`src/rtl/crossbar_pkg.sv`:
```
// Shared widths, master state encoding and command payload for the crossbar initiator.
package crossbar_pkg;

  localparam int unsigned ADDR_W = 31;
  localparam int unsigned DATA_W = 32;

  typedef enum logic [1:0] {
    IDLE = 2'd0,
    REQ  = 2'd1,
    CAPT = 2'd2,
    REC  = 2'd3
  } mstate_e;

  typedef struct packed {
    logic              we;
    logic [ADDR_W-1:0] addr;
    logic [DATA_W-1:0] wdata;
  } cmd_t;

  localparam int unsigned CMD_W = $bits(cmd_t);

endpackage

```
`src/rtl/crossbar_master_sync_fifo.sv`:
```
// sync_fifo: power-of-two depth FIFO with registered full/empty and a combinational head read.
module sync_fifo #(
  parameter int unsigned WIDTH = 8,
  parameter int unsigned DEPTH = 4
) (
  input  logic             clk,
  input  logic             rst_n,
  input  logic             push,
  input  logic             pop,
  input  logic [WIDTH-1:0] wdata,
  output logic [WIDTH-1:0] rdata_c,
  output logic             full,
  output logic             empty
);

  localparam int unsigned PTR_W = (DEPTH > 1) ? $clog2(DEPTH) : 1;
  localparam int unsigned CNT_W = PTR_W + 1;

  logic [WIDTH-1:0] mem_q [DEPTH];
  logic [PTR_W-1:0] wr_ptr_q, wr_ptr_d;
  logic [PTR_W-1:0] rd_ptr_q, rd_ptr_d;
  logic [CNT_W-1:0] count_q, count_d;
  logic             full_q, full_d;
  logic             empty_q, empty_d;
  logic             do_push, do_pop;

  // A push into a full FIFO is legal only when a pop frees a slot in the same cycle.
  assign do_push = push && (!full_q || pop);
  assign do_pop  = pop && !empty_q;

  always_comb begin
    wr_ptr_d = wr_ptr_q;
    rd_ptr_d = rd_ptr_q;
    count_d  = count_q + CNT_W'(do_push) - CNT_W'(do_pop);
    if (do_push) wr_ptr_d = wr_ptr_q + PTR_W'(1);
    if (do_pop)  rd_ptr_d = rd_ptr_q + PTR_W'(1);
    full_d  = (count_d == CNT_W'(DEPTH));
    empty_d = (count_d == '0);
  end

  always_ff @(posedge clk or negedge rst_n) begin
    if (!rst_n) begin
      wr_ptr_q <= '0;
      rd_ptr_q <= '0;
      count_q  <= '0;
      full_q   <= 1'b0;
      empty_q  <= 1'b1;
    end else begin
      wr_ptr_q <= wr_ptr_d;
      rd_ptr_q <= rd_ptr_d;
      count_q  <= count_d;
      full_q   <= full_d;
      empty_q  <= empty_d;
    end
  end

  // Storage needs no reset; validity is tracked by the pointers.
  always_ff @(posedge clk) begin
    if (do_push) mem_q[wr_ptr_q] <= wdata;
  end

  assign rdata_c = mem_q[rd_ptr_q];
  assign full    = full_q;
  assign empty   = empty_q;

endmodule

```
`src/rtl/crossbar_master.sv`:
```
// Crossbar bus initiator: queues client commands and issues them one at a time on req/ack.
// Optional REQ timeout abort enabled by defining CROSSBAR_MASTER_TIMEOUT_EN.
module crossbar_master
  import crossbar_pkg::*;
#(
  parameter int unsigned QDEPTH      = 4,
  parameter int unsigned TIMEOUT_CYC = 15
) (
  input  logic              clk,
  input  logic              rst_n,
  input  logic              cmd_valid,
  output logic              cmd_ready,
  input  logic              cmd_we,
  input  logic [ADDR_W-1:0] cmd_addr,
  input  logic [DATA_W-1:0] cmd_wdata,
  output logic              rsp_valid,
  output logic              rsp_we,
  output logic [DATA_W-1:0] rsp_rdata,
  output logic              rsp_err,
  output logic              req,
  output logic              cmd,
  output logic [ADDR_W-1:0] addr,
  output logic [DATA_W-1:0] wdata,
  input  logic              ack,
  input  logic [DATA_W-1:0] rdata
);

  if (QDEPTH < 2 || (QDEPTH & (QDEPTH - 1)) != 0 || TIMEOUT_CYC < 1) begin : g_bad_param
    $error("crossbar_master: QDEPTH must be a power of two >= 2 and TIMEOUT_CYC >= 1");
  end

  mstate_e           state_q, state_d;
  logic              req_q, req_d;
  logic              cmd_q, cmd_d;
  logic [ADDR_W-1:0] addr_q, addr_d;
  logic [DATA_W-1:0] wdata_q, wdata_d;
  logic              rsp_valid_q, rsp_valid_d;
  logic              rsp_we_q, rsp_we_d;
  logic [DATA_W-1:0] rsp_rdata_q, rsp_rdata_d;

  cmd_t push_cmd, head_cmd;
  logic fifo_full, fifo_empty;
  logic push, pop;
  logic timeout_c;
  logic abort;

  assign push_cmd  = '{we: cmd_we, addr: cmd_addr, wdata: cmd_wdata};
  assign cmd_ready = !fifo_full;
  assign push      = cmd_valid && cmd_ready;

  sync_fifo #(
    .WIDTH (CMD_W),
    .DEPTH (QDEPTH)
  ) u_fifo (
    .clk     (clk),
    .rst_n   (rst_n),
    .push    (push),
    .pop     (pop),
    .wdata   (push_cmd),
    .rdata_c (head_cmd),
    .full    (fifo_full),
    .empty   (fifo_empty)
  );

`ifdef CROSSBAR_MASTER_TIMEOUT_EN
  localparam int unsigned TMO_W = $clog2(TIMEOUT_CYC + 1);

  logic [TMO_W-1:0] tmo_cnt_q, tmo_cnt_d;
  logic             abort_q, abort_d;
  logic             rsp_err_q, rsp_err_d;

  // Counter is cleared while idle, so it starts from zero on every REQ entry.
  always_comb begin
    tmo_cnt_d = tmo_cnt_q;
    abort_d   = abort_q;
    rsp_err_d = rsp_err_q;
    timeout_c = 1'b0;
    if (state_q == IDLE) begin
      tmo_cnt_d = '0;
      abort_d   = 1'b0;
    end else if (state_q == REQ && !ack) begin
      tmo_cnt_d = tmo_cnt_q + TMO_W'(1);
      timeout_c = (tmo_cnt_d == TMO_W'(TIMEOUT_CYC));
      abort_d   = timeout_c;
    end
    if (state_q == CAPT) rsp_err_d = abort_q;
  end

  always_ff @(posedge clk or negedge rst_n) begin
    if (!rst_n) begin
      tmo_cnt_q <= '0;
      abort_q   <= 1'b0;
      rsp_err_q <= 1'b0;
    end else begin
      tmo_cnt_q <= tmo_cnt_d;
      abort_q   <= abort_d;
      rsp_err_q <= rsp_err_d;
    end
  end

  assign abort   = abort_q;
  assign rsp_err = rsp_err_q;
`else
  assign timeout_c = 1'b0;
  assign abort     = 1'b0;
  assign rsp_err   = 1'b0;
`endif

  // Next-state and registered bus/response outputs.
  always_comb begin
    state_d     = state_q;
    req_d       = req_q;
    cmd_d       = cmd_q;
    addr_d      = addr_q;
    wdata_d     = wdata_q;
    rsp_valid_d = 1'b0;
    rsp_we_d    = rsp_we_q;
    rsp_rdata_d = rsp_rdata_q;
    pop         = 1'b0;
    unique case (state_q)
      IDLE: begin
        if (!fifo_empty) begin
          pop     = 1'b1;
          cmd_d   = head_cmd.we;
          addr_d  = head_cmd.addr;
          wdata_d = head_cmd.wdata;
          req_d   = 1'b1;
          state_d = REQ;
        end
      end
      REQ: begin
        // ack takes priority over a coincident timeout.
        if (ack || timeout_c) begin
          req_d   = 1'b0;
          state_d = CAPT;
        end
      end
      CAPT: begin
        rsp_valid_d = 1'b1;
        rsp_we_d    = cmd_q;
        rsp_rdata_d = (cmd_q || abort) ? '0 : rdata;
        state_d     = REC;
      end
      REC: begin
        if (!ack) state_d = IDLE;
      end
      default: state_d = IDLE;
    endcase
  end

  always_ff @(posedge clk or negedge rst_n) begin
    if (!rst_n) begin
      state_q     <= IDLE;
      req_q       <= 1'b0;
      cmd_q       <= 1'b0;
      addr_q      <= '0;
      wdata_q     <= '0;
      rsp_valid_q <= 1'b0;
      rsp_we_q    <= 1'b0;
      rsp_rdata_q <= '0;
    end else begin
      state_q     <= state_d;
      req_q       <= req_d;
      cmd_q       <= cmd_d;
      addr_q      <= addr_d;
      wdata_q     <= wdata_d;
      rsp_valid_q <= rsp_valid_d;
      rsp_we_q    <= rsp_we_d;
      rsp_rdata_q <= rsp_rdata_d;
    end
  end

  assign req       = req_q;
  assign cmd       = cmd_q;
  assign addr      = addr_q;
  assign wdata     = wdata_q;
  assign rsp_valid = rsp_valid_q;
  assign rsp_we    = rsp_we_q;
  assign rsp_rdata = rsp_rdata_q;

endmodule
```
`config.mk`:
```
export PLATFORM = sky130hd
export DESIGN_NAME = crossbar_master
export DESIGN_NICKNAME = d
export VERILOG_FILES = /design/src/rtl/crossbar_pkg.sv /design/src/rtl/crossbar_master_sync_fifo.sv /design/src/rtl/crossbar_master.sv
export SDC_FILE = /design/constraint.sdc
export NUM_CORES = 1
export LEC_CHECK = 0
export ABC_AREA = 1
export CELL_PAD_IN_SITES_DETAIL_PLACEMENT = 0
export CELL_PAD_IN_SITES_GLOBAL_PLACEMENT = 2
export CORE_MARGIN = 4
export CORE_UTILIZATION = 35
export CTS_BUF_LIST = sky130_fd_sc_hd__clkbuf_4 sky130_fd_sc_hd__clkbuf_8
export DETAILED_ROUTE_END_ITERATION = 10
export GPL_TIMING_DRIVEN = 0
export PLACE_DENSITY_LB_ADDON = 0.2
export SETUP_SLACK_MARGIN = 0.05
export SLEW_MARGIN = 30
export SYNTH_ARGS = -nofsm -noshare
export SYNTH_HDL_FRONTEND = slang
export SYNTH_SLANG_ARGS = --single-unit
```
`constraint.sdc`:
```
create_clock -name clk -period 8.9 [get_ports clk]
set_input_delay 1.78 -clock clk [delete_from_list [all_inputs] [get_ports clk]]
set_output_delay 1.78 -clock clk [all_outputs]
set_load 0.02 [all_outputs]
```
==> flow_summary.toml, run 1 <==
[floorplan]
die_area_um2 = 46470
fp.coreArea_um2 = 42230
ios = 201
die_h_um = 215.6
rows = 75
die_x_um = 215.6
start_util_pct = 35.71

[setup_path]
cp-endpoint = "cmd"
crit_required_ns = 7.12
path_class = "reg -> out"
crit_chain = "clkdlybuf4s50_1"
crit_cells = 1
cpPeakStageDelay_ns = 0.66
crit_path_max_fanout = 3
worstReg2RegEnd = "u_fifo.empty"
cp_slowest_cell = "clkdlybuf4s50_1"
reg2reg_slack_ns = 6.18
r2r_start = "state_q[1]"
cp.buffers_inverters = 1
crit_path_end_kind = "output pin"
startpoint = "cmd"
start_kind = "register"
worst_ep_arrival_time_ns = 1.77
cp_top_family = "buffers and inverters"
rr_worst_depth = 11

[pwr]
irDropWorstVdd_mv = 0.1418
leakagePower_nw = 9.014
p_sw_w = 0.002461
p_total_w = 0.006732
switching_share_pct = 36.55
clkPwrFrac_pct = 23.3
pwr_density_cell_nw_per_um2 = 344.6
pwr-share-seq_pct = 36.8
p_int_w = 0.004271
pwr-share-comb_pct = 39.9

[clock_tree]
ctsRootBufferMaster = "clkbuf_8"
cts_max_path_buffers = 3
cts_tree = "done"
clock-sinks = 366
cts_hold_buf = 0
clock_latency_ns = 0.64
numCtsBuffers = 61
post_cts_buffers = 0
cts-resized-gates = 0
h-tree-depth = 2
clk_pin_slew_ns = 0.06

[job]
drv_cap = 0

[timing]
skew_ns = 0.01741
finalCritPeriodShare_pct = 39.83
finalHoldViolations = 0
tightest_slew_ns = 0.7011
slew_viol_final = 0
setup_viol_count_final = 0
fin_crit_ns = 3.545
grt_setup_unrepaired = "no"
slew_headroom_pct = 53.26
max_clock_freq_mhz = 282.1
tns_ns = 0
holdWs_ns = 0.4762

[synth]
syn_inst = 1429
synth_fp_nets = 1541
yosysSeqAreaShare_pct = 69.24
yosysTopAreaCellShare_pct = 50.98
ys_seq_elements = 366
synth_area_um2 = 15080
avgSynthCellArea_um2 = 10.55
synth_top_area_cell = "edfxtp_1"
ys_top_cells_by_area = "edfxtp_1, dfrtp_1, nand2_1"
synth.yosys.warnings = 0
synth_cell_types = 24

[placed_design]
io_buffers = 199
gp_congestion = 0.6895
dp_cells = 2182
hpwlAfterDp_um = 24570

[routing]
first_iter_violations = 526
vias = 9987
drtPass1Iterations = 5
routed_wirelength_um = 37130
ant_nets = 0
routed_via_density = 4.346
wl_per_cell_um = 16.16
remaining_drc_errors = 0

[finish]
stdcell_count = 2298
nets = 1818
drive_gt1_share_pct = 10.86
n_antenna_cell = 0
final_cell_mix = "nand2_1, inv_1, edfxtp_1"
layout_commonest_cell = "nand2_1"
areaGrowthSynthToFinish_pct = 29.55
final_core_util_pct = 46.26

[worst_hold_path]
whs_path_depth = 2
hp-class = "reg -> reg"

[run_status]
status = "completed"

[grt]
track_usage_pct = 15.99
antenna_found_initial = 4
grt_pass1_wl_um = 57530
grt_overflow = 0
grt_pass1_vias = 10070
grt_max_degree = 73
power groups by stage:
stage	sequential, W	combinational (W)	clock (W)
6_report	0.00247	0.00269	0.00157
5_1_grt	0.00252	0.00298	0.00172
4_1_cts	0.00248	0.00276	0.00163
3_5_place_dp	0.00251	0.00275	0
3_3_place_gp	0.00256	0.00262	0
2_1_floorplan	0.00276	0.00132	0
flip-flops by register name (all words and copies together) (netlist names):
signal,count
rsp_rdata,32
req,1
rsp_valid,1
u_fifo.rd_ptr_q,2
wdata,32
u_fifo.empty,1
u_fifo.count_q,3
addr,31
u_fifo.full,1
cmd,1
state_q,2
u_fifo.wr_ptr_q,2
rsp_we,1
u_fifo.mem_q,256
per-stage QoR:
step | setup WS, ns | area (um^2)
final | 5.355 | 19540
after global placement | 0.6382 | 17750
after global routing | 5.265 | 19540
after floorplan | 3.810 | 15080
after CTS | 5.232 | 19540
after detailed placement | 4.927 | 18190
layer usage:
metal  GRT usage, %  vias to the layer above  share of wire, %
met5              0                        -              0.10
met4          5.089                        6               1.9
met3          3.376                       56               4.7
met2          26.70                      198                48
met1          21.01                     4678                45
li1               -                     5049                 -
cell usage after synthesis (all sizes together):
| cell type | count |
|---|---|
| nand2 | 525 |
| nand3b | 1 |
| conb | 1 |
| or2 | 1 |
| buf | 58 |
| a21oi | 2 |
| dfrtp | 109 |
| a22o | 32 |
| clkbuf | 6 |
| fa | 1 |
| xor2 | 3 |
| nor2 | 12 |
| nand3 | 129 |
| dfstp | 1 |
| inv | 277 |
| edfxtp | 256 |
| ha | 11 |
| o21ai | 4 |
final cells by class:
class                      instances  area, um^2
fill                            3930       22690
sequential                       366       10440
multi-input combinational        722        3213
timing repair buffer             214        2410
clock buffer                      97        1229
inverter                         277        1040
tap                              539       674.4
buffer                            64       415.4
clock inverter                    19       112.6
kinds of logic (layout without fill, tap and decap cells):
| logic type | Yosys count | count (layout) | synth area share, % |
|---|---|---|---|
| AND/OR/NAND/NOR | 668 | 668 | 17.81 |
| XOR/XNOR | 3 | 3 | 0.1743 |
| AO/OA/AOI/OAI | 38 | 38 | 2.058 |
| adder cells (fa/ha/maj) | 12 | 12 | 1.045 |
| flip-flops | 366 | 366 | 69.24 |
| other | 1 | 1 | 0.02487 |
| buffers and inverters | 341 | 671 | 9.650 |
worst min-delay path by stage:
stage,endpoint,from,slack (ns)
finish,addr[18],addr[18],0.48
global route,addr[10],addr[10],0.50
CTS,addr[18],addr[18],0.48
detailed placement,wdata[3],wdata[3],0.46
global placement,addr[13],addr[13],0.46
floorplan,state_q[0],state_q[0],0.51
worst register-to-register path: cells and delay by family, from the launching register on:
| family | cells | cell delay, ns |
|---|---|---|
| adders and majority gates | 4 | 1.08 |
| buffers and inverters | 4 | 0.50 |
| DFF | 1 | 0.40 |
| and+or+nand+nor | 3 | 0.66 |
No activity file was read; power rests on OpenSTA's default activity.
==> inputs of run 2 (changes only) <==
clock period = 3.39 ns   (was 8.9 ns; I/O delays follow)
==> run 2 against run 1 <==
Compared with the run above: first-iteration DRC count decreased by 6.7%; global-route usage stayed put; die area unchanged; via count hardly changed; sequential share of layout area hardly changed; cell count is essentially flat; clock skew rose by 0.00081 ns; hold slack unchanged; combinational power rose to 2.6 times the previous value; non-clock buffer count grew 1; clock power grew to 2.6 times the previous value; largest cell class unchanged.
==> flow_summary.toml, run 2 (synthesis gave the netlist of run 1 again) <==
[floorplan]
fp.coreArea_um2 = 42230
die_x_um = 215.6
die_h_um = 215.6
rows = 75
ios = 201
start_util_pct = 35.71
die_area_um2 = 46470

[finish]
regArea_um2 = 10440
n_antenna_cell = 0
stdcell_count = 2299
top_register = "u_fifo.mem_q"
nets = 1819
layout_commonest_cell = "nand2_1"
multi_input_area_um2 = 3213
final_cell_mix = "nand2_1, inv_1, edfxtp_1"
drive_gt1_share_pct = 10.85
areaGrowthSynthToFinish_pct = 29.61
fill_cells = 3929
largest_reg_flops = 256
finalInstanceArea_um2 = 19550

[clock_tree]
cts_tree = "done"
cts_max_path_buffers = 3
h-tree-depth = 2
ctsRootBufferMaster = "clkbuf_8"
clock-sinks = 366
numCtsBuffers = 61
clock_latency_ns = 0.64
clk_pin_slew_ns = 0.06

[grt]
grt_pass1_wl_um = 57530
track_usage_pct = 15.99
grt_pass1_vias = 10070
grt_max_degree = 73
antenna_found_initial = 4
grt_overflow = 0

[pwr]
pwr_density_cell_nw_per_um2 = 904.1
leakagePower_nw = 9.018
irDropWorstVdd_mv = 0.3717

[timing]
finalCritPeriodShare_pct = 80.16
setup_viol_count_final = 0
max_clock_freq_mhz = 368.0
slew_headroom_pct = 54.27
fin_crit_ns = 2.717
holdWs_ns = 0.4762
tns_ns = 0
grt_setup_unrepaired = "no"
fin_ws_ns = 0.6726
slew_viol_final = 0
tightest_slew_ns = 0.6859
skew_ns = 0.01822
finalHoldViolations = 0

[setup_path]
crit_required_ns = 3.95
rr_worst_depth = 11
cp_slowest_cell = "fa_1"
path_class = "reg -> reg"
crit_chain = "inv_1, ha_1, inv_2, nor2_4, buf_2, ha_1, inv_1, ha_1, fa_1, or2_2, nor2_1"
crit_path_max_fanout = 10
cpPeakStageDelay_ns = 0.44
crit_path_end_kind = "register"
cp.buffers_inverters = 4
reg2reg_slack_ns = 0.67
worst_ep_arrival_time_ns = 3.27
path_common_cell = "ha_1"
worstReg2RegEnd = "u_fifo.empty"
r2r_start = "state_q[1]"
cp_top_family = "adder cells"
start_kind = "register"
startpoint = "state_q[1]"

[routing]
remaining_drc_errors = 0
drtPass1Iterations = 5
ant_nets = 0
wl_per_cell_um = 16.12
routed_via_density = 4.341
first_iter_violations = 491
vias = 9980
routed_wirelength_um = 37070

[placed_design]
io_buffers = 199
place_area_um2 = 18190
dpl_worst_slack_ns = 0.5193
gp_congestion = 0.6895
dp_cells = 2182
hpwlAfterDp_um = 24570

[worst_hold_path]
hp-start = "addr[18]"
hold_end = "addr[18]"
hp-class = "reg -> reg"
whs_path_depth = 2

[run_status]
status = "completed"

[job]
drv_cap = 0
[run 2: changes by cell type in the layout (fill, tap and decap cells not counted), sizes merged]
cell,delta
dlygate4sd3,+1
[run 2: how the worst max path moves through the flow]
stage / endpoint / slack [ns] / cells after the start
floorplan: u_fifo.mem_q[0][0] / -0.60 / 2
global placement: u_fifo.mem_q[3][34] / -3.77 / 3
detailed placement: u_fifo.empty / 0.52 / 7
CTS: u_fifo.empty / 0.59 / 11
global route: u_fifo.full / 0.45 / 11
finish: u_fifo.empty / 0.67 / 11
[run 2: where the power goes]
part	internal, W	switching [W]
Sequential	0.00606	0.000435
Combinational	0.00279	0.00426
Clock	0.00237	0.00176
Total	0.0112	0.00646
[run 2: repair_timing]
action                                  CTS  global route
endpoints found under the hold margin    38             0
endpoints found under the setup margin    0             0
buffers inserted                          0             0
gates resized for setup                   0             0
hold buffers                              1             0
[run 2: layout make-up]
type / instances / share of cell area (%)
multi-input cells: 722 / 16.44
clock inverters: 19 / 0.5761
clock buffers: 97 / 6.286
well taps: 539 / 3.450
inverters: 277 / 5.320
plain buffers: 64 / 2.125
flip-flops and latches: 366 / 53.42
repair buffers: 215 / 12.38
[run 2: metal layers]
layer | part of all wire (%) | vias up | track usage (%) | routed length, um
met4 | 2.0 | 6 | 5.089 | 750
met3 | 4.7 | 59 | 3.376 | 1746
met5 | 0.10 | - | 0 | 37
li1 | - | 5051 | - | -
met2 | 48 | 202 | 26.70 | 17780
met1 | 45 | 4662 | 21.01 | 16750
[run 2: stage by stage]
stage	total power, W	utilization, %
2_1_floorplan	0.01071	-
3_3_place_gp	0.01359	42.02
3_5_place_dp	0.01380	43.08
4_1_cts	0.01805	46.28
5_1_grt	0.01895	46.28
6_report	0.01767	46.28
[run 2: worst register-to-register path, stage by stage (launching register included)]
cell and delay, ns:
dfrtp_1 0.40, inv_1 0.12, ha_1 0.22, inv_2 0.06, nor2_4 0.19, buf_2 0.28, ha_1 0.26, inv_1 0.05
ha_1 0.16, fa_1 0.44, or2_2 0.32, nor2_1 0.15
==> inputs of run 3 (changes only) <==
CORE_UTILIZATION = 33   (was 35)
clock period = 2.4 ns   (was 3.39 ns; I/O delays follow)
==> run 3 against run 2 <==
Compared with the run above: largest power group unchanged; design area grew 1.1%; first-iteration DRC count down 8.1%; critical endpoint unchanged; power grew 44%; highest routed layer unchanged.
==> flow_summary.toml, run 3 (synthesis gave the netlist of run 1 again) <==
[run_status]
status = "completed"

[floorplan]
die_area_um2 = 49180
ios = 201
rows = 78
start_util_pct = 33.30
fp.coreArea_um2 = 45280
die_x_um = 221.8
die_h_um = 221.8

[placed_design]
gp_congestion = 0.6923
io_buffers = 199
hpwlAfterDp_um = 25650
dpl_worst_slack_ns = -0.3601

[pwr]
clkPwrFrac_pct = 23.5
p_int_w = 0.01607
leakagePower_nw = 9.083
pwr-share-comb_pct = 40.2
irDropWorstVdd_mv = 0.5228
p_sw_w = 0.009314
pwr_density_cell_nw_per_um2 = 1284
pwr-share-seq_pct = 36.3
switching_share_pct = 36.69

[worst_hold_path]
hp-class = "in -> async"

[job]
drv_cap = 0

[clock_tree]
ctsRootBufferMaster = "clkbuf_8"
numCtsBuffers = 68
cts_tree = "done"
h-tree-depth = 3
cts_max_path_buffers = 3
clk_pin_slew_ns = 0.06
clock-sinks = 366
clock_latency_ns = 0.59

[setup_path]
start_kind = "register"
crit_required_ns = 2.92
rr_worst_depth = 11
crit_path_max_fanout = 3
crit_path_end_kind = "register"
path_class = "reg -> reg"
worst_ep_arrival_time_ns = 2.73

[routing]
remaining_drc_errors = 0
wl_per_cell_um = 16.38
ant_nets = 0
vias = 10090
first_iter_violations = 451
routed_wirelength_um = 38880
drtPass1Iterations = 4
routed_via_density = 4.252

[finish]
final_cell_mix = "nand2_1, inv_1, edfxtp_1"
largest_reg_flops = 256
drive_gt1_share_pct = 11.79
areaGrowthSynthToFinish_pct = 31.07
nets = 1834
top_register = "u_fifo.mem_q"
layout_commonest_cell = "nand2_1"

[timing]
skew_ns = 0.01653
tightest_slew_ns = 0.6661
fin_ws_ns = 0.1890
grt_setup_unrepaired = "no"
max_clock_freq_mhz = 452.3
slew_viol_final = 0
finalHoldViolations = 0
fin_crit_ns = 2.211
finalCritPeriodShare_pct = 92.12
setup_viol_count_final = 0
holdWs_ns = 0.4102
slew_headroom_pct = 55.49

[grt]
track_usage_pct = 15.83
grt_overflow = 0
grt_pass1_wl_um = 60440
grt_max_degree = 70
grt_pass1_vias = 10300
antenna_found_initial = 3
==> run 3: cell count changes in the layout (fill, tap and decap cells not counted), moves of 2 or more <==
cell,delta
clkbuf_4,+10
buf_4,+6
clkinv_2,-4
buf_8,+2
inv_1,-2
inv_2,+2
==> run 3: path summary, 6_finish.rpt <==
path | end | from | slack (ns)
hold / removal | addr[5] | rst_n | 0.41
setup reg to reg | u_fifo.empty | state_q[1] | 0.19
hold reg to reg | addr[10] | addr[10] | 0.47
min in group clk | addr[10] | addr[10] | 0.47
max in group asynchronous | u_fifo.empty | rst_n | 1.25
setup / recovery | u_fifo.empty | state_q[1] | 0.19
==> run 3: routing by layer <==
layer / wire length [um] / GRT usage, % / share of wire, %
met1: 17120 / 20.29 / 44
met2: 19060 / 26.64 / 49
met3: 1928 / 3.879 / 5.0
met4: 729 / 4.962 / 1.9
met5: 37 / 0 / 0.095
==> run 3: through the flow <==
step	area [um^2]	util (%)	setup TNS, ns	power, W	std cells
global placement	17830	39.38	-1113.59	0.01922	2228
finish	19760	43.65	0	0.02538	2373
CTS	19740	43.59	0	0.02586	2370
floorplan	15090	-	-110.23	0.01511	1429
global route	19760	43.64	0	0.02729	2372
detailed placement	18320	40.45	-14.70	0.01965	2245
==> run 3: layout make-up <==
class | count | area [um^2]
Clock buffer | 107 | 1304
Timing Repair Buffer | 223 | 2507
Clock inverter | 13 | 58.81
Sequential cell | 366 | 10440
Tap cell | 600 | 750.7
Inverter | 277 | 1040
Multi-Input combinational cell | 722 | 3234
Buffer | 64 | 425.4
Antenna cell | 1 | 2.502
Fill cell | 4332 | 25520
==> run 3: worst max-delay path, stage by stage (launching register included) <==
cell	delay (ns)
dfrtp_1	0.38
inv_2	0.07
ha_4	0.17
inv_2	0.06
nor2_4	0.04
buf_8	0.11
ha_1	0.26
inv_1	0.04
ha_1	0.18
fa_1	0.46
or2_4	0.27
nor2_2	0.12
==> run 3: power groups by stage <==
stage	logic [W]	clock network (W)	registers (W)
detailed placement	0.0103	0	0.00934
CTS	0.0104	0.00619	0.00923
finish	0.0102	0.00596	0.00921
global route	0.0114	0.00651	0.00938
global placement	0.00979	0	0.00942
floorplan	0.00490	0	0.0102
==> run 3: what timing repair did <==
action,in CTS,in global routing
cloned,0,0
pin swaps,1,2
gates resized for setup,6,3
setup buffers,4,2
hold endpoints to repair,41,0
hold buffers,1,0
endpoints found under the setup margin,4,2
